File: config.mk
export PLATFORM = sky130hd
export DESIGN_NAME = mem_stage
export DESIGN_NICKNAME = d
export VERILOG_FILES = /design/src/rtl/mem_stage.sv
export SDC_FILE = /design/constraint.sdc
export NUM_CORES = 1
export LEC_CHECK = 0
export CAP_MARGIN = 20
export CORE_MARGIN = 2
export CORE_UTILIZATION = 46
export DETAILED_ROUTE_END_ITERATION = 8
export PLACE_DENSITY = 0.82
export SLEW_MARGIN = 5
export SYNTH_ARGS = -nofsm -noshare
export SYNTH_HDL_FRONTEND = slang
export SYNTH_SLANG_ARGS = --single-unit
File: constraint.sdc
create_clock -name clk -period 2.45 [get_ports clk]
set_input_delay 0.3675 -clock clk [delete_from_list [all_inputs] [get_ports clk]]
set_output_delay 0.3675 -clock clk [all_outputs]
set_load 0.05 [all_outputs]
File: src/rtl/mem_stage.sv
// mem_stage -- memory-access pipeline stage between execute and writeback.
//
// Latches the execute-stage bus. Waits for the data-SRAM response of a
// memory request, then aligns and extends the load data. If writeback
// stalls, the returned word is held in a buffer. The stage presents the
// 70-bit result bus to writeback.
//
// Optional feature macro: MS_FWD_EN
//   defined   : ms_to_ds_bus carries forwarding/interlock info to decode
//   undefined : ms_to_ds_bus is tied to zero and no forwarding logic is built
//
// Bus widths (normally supplied by mycpu.vh; defaults given here):
//   ES_TO_MS_BUS_WD 75 : {mem_req, res_from_mem, load_op[2:0], gr_we, dest[4:0],
//                         alu_result[31:0], pc[31:0]}
//   MS_TO_WS_BUS_WD 70 : {gr_we, dest[4:0], final_result[31:0], pc[31:0]}
//   MS_TO_DS_BUS_WD 40 : {fwd_valid, blocking, gr_we, dest[4:0], result[31:0]}
//
// Ports:
//   clk                in  : clock, rising edge
//   resetn             in  : asynchronous active-low reset
//   ms_allowin         out : stage can accept an instruction this cycle
//   es_to_ms_valid     in  : execute presents a valid instruction
//   es_to_ms_bus       in  : execute payload
//   ws_allowin         in  : writeback can accept
//   ms_to_ws_valid     out : completed instruction for writeback
//   ms_to_ws_bus       out : result payload
//   data_sram_data_ok  in  : one-cycle response pulse for the outstanding request
//   data_sram_rdata    in  : read data, valid with data_ok
//   ms_to_ds_bus       out : forwarding/interlock info to decode
//
// FSM states:
//   state    | meaning
//   ST_EMPTY | no instruction held
//   ST_WAIT  | memory request outstanding, waiting for data_ok
//   ST_DONE  | result ready (non-memory op, or load word held in rdata_buf_q)

`ifndef ES_TO_MS_BUS_WD
`define ES_TO_MS_BUS_WD 75
`endif
`ifndef MS_TO_WS_BUS_WD
`define MS_TO_WS_BUS_WD 70
`endif
`ifndef MS_TO_DS_BUS_WD
`define MS_TO_DS_BUS_WD 40
`endif

module mem_stage (
    input  logic                          clk,
    input  logic                          resetn,
    output logic                          ms_allowin,
    input  logic                          es_to_ms_valid,
    input  logic [`ES_TO_MS_BUS_WD-1:0]   es_to_ms_bus,
    input  logic                          ws_allowin,
    output logic                          ms_to_ws_valid,
    output logic [`MS_TO_WS_BUS_WD-1:0]   ms_to_ws_bus,
    input  logic                          data_sram_data_ok,
    input  logic [31:0]                   data_sram_rdata,
    output logic [`MS_TO_DS_BUS_WD-1:0]   ms_to_ds_bus
);

    typedef enum logic [1:0] {
        ST_EMPTY = 2'd0,
        ST_WAIT  = 2'd1,
        ST_DONE  = 2'd2
    } ms_state_e;

    ms_state_e                       state_q;
    logic                            ms_valid_q;
    logic [`ES_TO_MS_BUS_WD-1:0]     ms_bus_q;
    logic [31:0]                     rdata_buf_q;

    // Fields of the latched instruction (mem_req only matters at accept time).
    logic                            ms_res_from_mem;
    logic [2:0]                      ms_load_op;
    logic                            ms_gr_we;
    logic [4:0]                      ms_dest;
    logic [31:0]                     ms_alu_result;
    logic [31:0]                     ms_pc;

    assign ms_res_from_mem = ms_bus_q[73];
    assign ms_load_op      = ms_bus_q[72:70];
    assign ms_gr_we        = ms_bus_q[69];
    assign ms_dest         = ms_bus_q[68:64];
    assign ms_alu_result   = ms_bus_q[63:32];
    assign ms_pc           = ms_bus_q[31:0];

    logic                            es_mem_req;
    assign es_mem_req = es_to_ms_bus[74];

    logic ms_ready_go;
    logic accept;
    logic ws_take;
    ms_state_e accept_state;

    // In WAIT the response is passed straight through in the same cycle so a
    // load with an immediate data_ok costs only one cycle in the stage.
    always_comb begin
        ms_ready_go = 1'b0;
        case (state_q)
            ST_WAIT:  ms_ready_go = data_sram_data_ok;
            ST_DONE:  ms_ready_go = 1'b1;
            default:  ms_ready_go = 1'b0;
        endcase
    end

    assign ms_allowin     = !ms_valid_q || (ms_ready_go && ws_allowin);
    assign ms_to_ws_valid = ms_valid_q && ms_ready_go;
    assign accept         = es_to_ms_valid && ms_allowin;
    assign ws_take        = ms_valid_q && ms_ready_go && ws_allowin;
    assign accept_state   = es_mem_req ? ST_WAIT : ST_DONE;

    always_ff @(posedge clk or negedge resetn) begin
        if (!resetn) begin
            state_q     <= ST_EMPTY;
            ms_valid_q  <= 1'b0;
            ms_bus_q    <= '0;
            rdata_buf_q <= '0;
        end else begin
            if (ms_allowin) begin
                ms_valid_q <= es_to_ms_valid;
            end
            if (accept) begin
                ms_bus_q <= es_to_ms_bus;
            end
            // Only a response in WAIT belongs to this stage; anything else is stray.
            if (state_q == ST_WAIT && data_sram_data_ok) begin
                rdata_buf_q <= data_sram_rdata;
            end

            case (state_q)
                ST_EMPTY: begin
                    if (accept) begin
                        state_q <= accept_state;
                    end
                end
                ST_WAIT: begin
                    if (data_sram_data_ok) begin
                        if (ws_take) begin
                            state_q <= accept ? accept_state : ST_EMPTY;
                        end else begin
                            state_q <= ST_DONE;
                        end
                    end
                end
                ST_DONE: begin
                    if (ws_take) begin
                        state_q <= accept ? accept_state : ST_EMPTY;
                    end
                end
                default: state_q <= ST_EMPTY;
            endcase
        end
    end

    // Load data: live response while waiting, held buffer once done.
    logic [31:0] ld_word;
    logic [7:0]  ld_byte;
    logic [15:0] ld_half;
    logic [31:0] mem_result;
    logic [31:0] final_result;

    assign ld_word = (state_q == ST_WAIT) ? data_sram_rdata : rdata_buf_q;

    always_comb begin
        ld_byte = ld_word[7:0];
        case (ms_alu_result[1:0])
            2'd0:    ld_byte = ld_word[7:0];
            2'd1:    ld_byte = ld_word[15:8];
            2'd2:    ld_byte = ld_word[23:16];
            default: ld_byte = ld_word[31:24];
        endcase
        ld_half = ms_alu_result[1] ? ld_word[31:16] : ld_word[15:0];

        mem_result = ld_word;
        case (ms_load_op)
            3'b000:  mem_result = {{24{ld_byte[7]}}, ld_byte};
            3'b100:  mem_result = {24'h000000, ld_byte};
            3'b001:  mem_result = {{16{ld_half[15]}}, ld_half};
            3'b101:  mem_result = {16'h0000, ld_half};
            default: mem_result = ld_word;
        endcase
    end

    assign final_result = ms_res_from_mem ? mem_result : ms_alu_result;
    assign ms_to_ws_bus = {ms_gr_we, ms_dest, final_result, ms_pc};

`ifdef MS_FWD_EN
    // Decode must stall on a load whose data has not returned yet.
    logic fwd_blocking;
    assign fwd_blocking = ms_valid_q && ms_res_from_mem && !ms_ready_go;
    assign ms_to_ds_bus = {ms_valid_q, fwd_blocking, ms_gr_we, ms_dest, final_result};
`else
    assign ms_to_ds_bus = '0;
`endif

endmodule
After elaboration in Yosys (flattened, before gate mapping) --
Index checks and enable logic that the tools add are counted.
Storage, ports and cells: register bits 109, bits of input ports 112, output and inout bits 112, logic and storage cells 38
Cells by class: equality and inequality tests 10, multiplexer cells 13, reductions and logical operators 11
Operators by type and width (number):
- $pmux W32 S4 | 1
- $mux W32 | 2
- $pmux W8 S3 | 1
- $mux W16 | 1
- $mux W2 | 6
- $eq A3 B3 Y1 const B | 2
- $ne A2 B2 Y1 const B | 3
- $pmux W2 S3 | 1
- $logic_and A1 B1 Y1 | 5
- $eq A2 B1 Y1 const B | 2
- $eq A2 B2 Y1 const B | 2
- $logic_not A2 Y1 | 2
- $eq A3 B1 Y1 const B | 1
- $logic_not A3 Y1 | 1
- $reduce_and A3 Y1 | 1
- $pmux W1 S2 | 1
- $logic_not A1 Y1 | 1
- $logic_or A1 B1 Y1 | 1

Logic depth before layout (Yosys ltp) --
word-level depth 9, mapped depth 9, depth with buffers taken out 6

Worst setup path before layout --
No wires, ideal clock.
path kind flip-flop to output port, start register state_q[1], end output ms_to_ws_bus[40], arrival time 2.333 ns, required time 2.082 ns, path slack -0.251 ns, cell stages (with the launch flop) 9, cell sequence dfrtp_1 -> inv_1 -> ha_1 -> buf_6 -> buf_6 -> mux2i_1 -> a311oi_1 -> o21ai_2 -> a21oi_1
Between the ends: longest elaborated chain between the ends 5
RTL lines:
- start, declared | line 67 | ms_state_e state_q;
- start signal, assigned | line 133 | state_q <= accept_state;
- start signal, assigned | line 139 | state_q <= accept ? accept_state : ST_EMPTY;
- start signal, assigned | line 147 | state_q <= accept ? accept_state : ST_EMPTY;
- $eq A2 B1 Y1 * | line 162 | assign ld_word = (state_q == ST_WAIT) ? data_sram_rdata : rdata_buf_q;
- $mux W32 * | line 162
- $pmux W8 S3 / $mux W16 (equally long branches) | line 166, 172
- $pmux W32 S4 * | line 175 | case (ms_load_op)
- $mux W32 * | line 184 | assign final_result = ms_res_from_mem ? mem_result : ms_alu_result;
- end, declared | line 55 | output logic [`MS_TO_WS_BUS_WD-1:0] ms_to_ws_bus,
Every way passes the cells marked *; elsewhere a longest branch is shown, timed or not.

Worst setup path after layout --
start register state_q[1], end output ms_to_ws_bus[49]
Same word-level chain as after synthesis.

==> impl_summary.txt <==
----------------------------------------------------
[Run status]
  Result of the run ... finished with violations
  Violated checks ... setup timing

[Clock tree]
  CTS tree ... yes
  CTS Root Cell ... sky130_fd_sc_hd__clkbuf_16
  Longest Clk Path Bufs ... 2
  Clock buffers created by TritonCTS ... 9
  Number of clock sinks ... 109
  Hold-fix buffer count after cts ... 0
  Clock latency on the worst-skew pair ... 350 ps
  Clock transition at the registers of the reported paths ... 70 ps
  H-tree depth ... 3

[Pwr]
  Switch Pwr ... 7.210 mW
  Worst-case vdd ir drop ... roughly 0.0018 V
  Switching share of power ... 0.4745
  Power share of the combinational group ... 0.675
  Design Power ... 15.19 mW
  Total power density per cell area ... between 1500 and 2000 nW/µm²
  Clock power share ... 0.104
  Leak pwr ... 3.887 nW
  Proportion of power drawn by flip-flops and latches ... 0.220
  Internal Dissipation ... 7.985 mW

[Floorplanning]
  Die ar. ... 14,520 µm²
  Number of ports placed on the die boundary ... between 200 and 250
  Y dimension of the die ... 120.5 µm
  Placement Rows ... 42
  Initial standard-cell utilization of the core ... 0.4715
  Placeable Area ... approximately 13,000 µm²
  Die X-Extent ... 120.5 µm

[STA]
  Total count of max-transition violations in the final report ... 0
  Clock Skew ... 6.269 ps
  Count of endpoints failing hold in the final timing report ... 0
  Min cycle time layout ... 2792 ps
  Setup violation total in the final timing report ... 32
  Top achievable clock speed ... 0.3581 GHz
  Slew @ Worst Pin ... 649.4 ps
  Max transition margin ... 0.5671
  Fraction of the cycle the final worst path needs ... 1.140
  Final worst setup slack ... -342.2 ps
  RSZ-0062 raised after global routing ... true

[Finish]
  FILL cells ... 924
  Post-route core utilization ... 0.6822
  Share of post-route cells with drive strength above 1 ... 0.3703
  Area growth from synthesis to final layout ... 44.69%
  Most common library cell in the layout ignoring fill and taps ... sky130_fd_sc_hd__clkdlybuf4s50_1
  Leading cell types in the layout, fill and taps excluded ... sky130_fd_sc_hd__clkdlybuf4s50_1, sky130_fd_sc_hd__dfrtp_1, sky130_fd_sc_hd__mux2_2
  Number of nets in the layout ... 824
  Diodes inserted ... 0

[Global routing]
  Number of global-route vias before repair ... 4,935
  Largest net degree at the start of global routing ... 60
  Initial antenna violation count ... 0
  Grt ovf ... 0
  First-pass GRT wire length ... 25.76 mm
  Overall track demand over capacity in global routing ... 0.2299

[Yosys]
  Synthesized flop and latch total ... 109
  Simple logic cell fraction of the synthesized area ... 0.03307
  Async set or reset register ratio after synthesis ... 1.000
  Post-synth EDFFs ... 0
  Number of warnings issued by yosys ... 0
  Dominant register cell in the synthesized netlist ... sky130_fd_sc_hd__dfrtp_1
  Top cell type by total area after synthesis ... sky130_fd_sc_hd__dfrtp_1
  Average cell area after synthesis ... around 12 µm²
  Synth Area in Adders ... 0.008016
  Portion of the post-synthesis area used by sequential elements ... 0.4369
  Number of standard cells after synthesis ... about 520
  Mux cell area share after synthesis ... 0.2830
  XOR/XNOR Fraction of Synth Area ... 0
  Fraction of synthesized cell area taken by the top area cell type ... 0.4369
  Post-synthesis instance area ... 6243 µm²
  Post-synthesis cell type count ... 44
  Main combinational cell family by area after synthesis ... multiplexers
  Compound-cell area share of the yosys netlist ... 0.09659
  Top cells by area, synth ... sky130_fd_sc_hd__dfrtp_1, sky130_fd_sc_hd__mux2_2, sky130_fd_sc_hd__buf_4, sky130_fd_sc_hd__mux2_1, sky130_fd_sc_hd__mux2i_1

[Worst setup path]
  Nature of the critical path startpoint ... register
  Kind of critical path ... register to output port
  Worst R2R Start ... state_q[1]$_DFFE_PN0P_
  Critical Path Fanout Max ... 8
  WP data required ... 2080 ps
  Type of destination of the critical path ... output port
  Launching instance or port of the critical path ... state_q[1]$_DFFE_PN0P_
  Endpoint arrival time on the critical path ... 2420 ps

[Detailed routing]
  Drt via density ... 5.384
  Drc violations ... 0
  Drt first-iter violations ... 204
  Detailed Route WL ... between 15 and 20 mm
  Number of nets with antenna violations after detailed routing ... 0
  DRT Pass-1 Iters ... 5
  Via count of the routed design ... 4,786
  Post-DR wirelength/cell ... between 15 and 20 µm

[Worst hold path]
  Hold WC Path Type ... primary input to asynchronous set/reset pin

[Place]
  Port Buffer Count ... 183
  Placed wire-length estimate after detailed placement ... 11.63 mm
  Gp weighted congestion ... 0.8238

[Run]
  Number of max-cap violations ... 0

----------------------------------------------------
[critical path: stages, from the launching register on]
cell                       delay [ps]
sky130_fd_sc_hd__dfrtp_1          400
sky130_fd_sc_hd__inv_2             90
sky130_fd_sc_hd__ha_4             170
sky130_fd_sc_hd__buf_4            130
sky130_fd_sc_hd__mux4_2           520
sky130_fd_sc_hd__mux2i_1          150
sky130_fd_sc_hd__or3_4            180
sky130_fd_sc_hd__buf_16           150
sky130_fd_sc_hd__o221ai_4         100
sky130_fd_sc_hd__buf_6            170
[synth_stat cells (2+ instances only)]
library cell	count
sky130_fd_sc_hd__o221ai_2	10
sky130_fd_sc_hd__nor2_1	11
sky130_fd_sc_hd__dfrtp_1	109
sky130_fd_sc_hd__o22ai_1	16
sky130_fd_sc_hd__and3_1	2
sky130_fd_sc_hd__ha_1	4
sky130_fd_sc_hd__o221ai_1	6
sky130_fd_sc_hd__o21a_1	2
sky130_fd_sc_hd__inv_1	24
sky130_fd_sc_hd__nand2b_1	7
sky130_fd_sc_hd__a21oi_1	24
sky130_fd_sc_hd__nand3_1	6
sky130_fd_sc_hd__mux2_1	40
sky130_fd_sc_hd__mux4_1	2
sky130_fd_sc_hd__a31oi_1	3
sky130_fd_sc_hd__mux4_2	7
sky130_fd_sc_hd__o21ai_0	3
sky130_fd_sc_hd__buf_2	8
sky130_fd_sc_hd__nand2_1	13
sky130_fd_sc_hd__clkbuf_1	12
sky130_fd_sc_hd__buf_6	7
sky130_fd_sc_hd__mux2i_1	25
sky130_fd_sc_hd__a211o_1	2
sky130_fd_sc_hd__mux2_2	76
sky130_fd_sc_hd__buf_4	81
[what timing repair did]
item,in CTS,in global routing
setup buffers,15,8
cloned,3,0
resized for setup,79,16
setup endpoints to repair,32,32
pin swaps,15,12
[cell type report]
class / instances / area, µm² / area share
multi-input cells: 315 / 3137 / 0.3472
flip-flops and latches: 109 / 2729 / 0.3021
repair buffers: 249 / 2534 / 0.2805
clock buffers: 11 / 242.7 / 0.02687
well taps: 176 / 220.2 / 0.02438
inverters: 24 / 90.09 / 0.009972
clock inverters: 5 / 81.33 / 0.009003
[cells by family (layout without fill, tap and decap cells)]
| logic type | after synthesis | in the layout |
|---|---|---|
| and+or+nand+nor | 44 | 44 |
| buffers and inverters | 134 | 289 |
| DFF | 109 | 109 |
| muxes | 150 | 150 |
| AOI/OAI and AO/OA | 77 | 77 |
| adders and majority gates | 4 | 4 |
| other | 1 | 40 |
[sequential cells by signal, indices dropped and copies added (netlist names)]
name and flops:
ms_valid_q 1, rdata_buf_q 32, state_q 2, ms_bus_q 74
[through the flow]
step / hold slack, ps / worst slack [ps] / std cells / setup TNS (ps) / cell area (µm²)
6_report: 32.34 / -342.2 / 889 / -10090 / 9034
5_1_grt: 78.16 / -398.3 / 889 / -11540 / 9034
4_1_cts: 56.02 / -315.5 / 882 / -6983 / 8904
3_5_place_dp: 429.4 / -206.3 / 848 / -2451 / 8028
3_3_place_gp: 427.9 / -107.2 / 848 / -1474 / 8028
2_1_floorplan: 71.91 / -250.8 / 558 / -2074 / 6447
[worst paths after layout]
path / to / slack, ps / depth (start not counted)
max in group asynchronous: rdata_buf_q[27]$_DFFE_PN0P_ / 1700 / 2
setup / recovery: ms_to_ws_bus[49] / -340 / 9
hold / removal: rdata_buf_q[28]$_DFFE_PN0P_ / 30 / 1
min in group clk: ms_bus_q[29]$_DFFE_PN0N_ / 490 / 1
setup reg to reg: ms_bus_q[51]$_DFFE_PN0N_ / 90 / 9
hold reg to reg: ms_bus_q[29]$_DFFE_PN0N_ / 490 / 1
[power groups by stage]
stage	sequential, mW	clock [mW]	combinational (mW)
finish	3.35	1.58	10.3
global route	3.45	1.68	10.7
CTS	3.31	1.62	9.88
detailed placement	3.32	0	8.72
global placement	3.26	0	8.58
floorplan	3.07	0	6.71
[layer usage]
layer / track usage / vias to the layer above / part of all wire
met5: 0 / - / 0
met2: 0.3884 / 244 / 0.51
met3: 0.06179 / 52 / 0.075
li1: - / 2113 / -
met4: 0.1090 / 0 / 0.037
met1: 0.2719 / 2377 / 0.38
(Power assumes the default switching activity.)
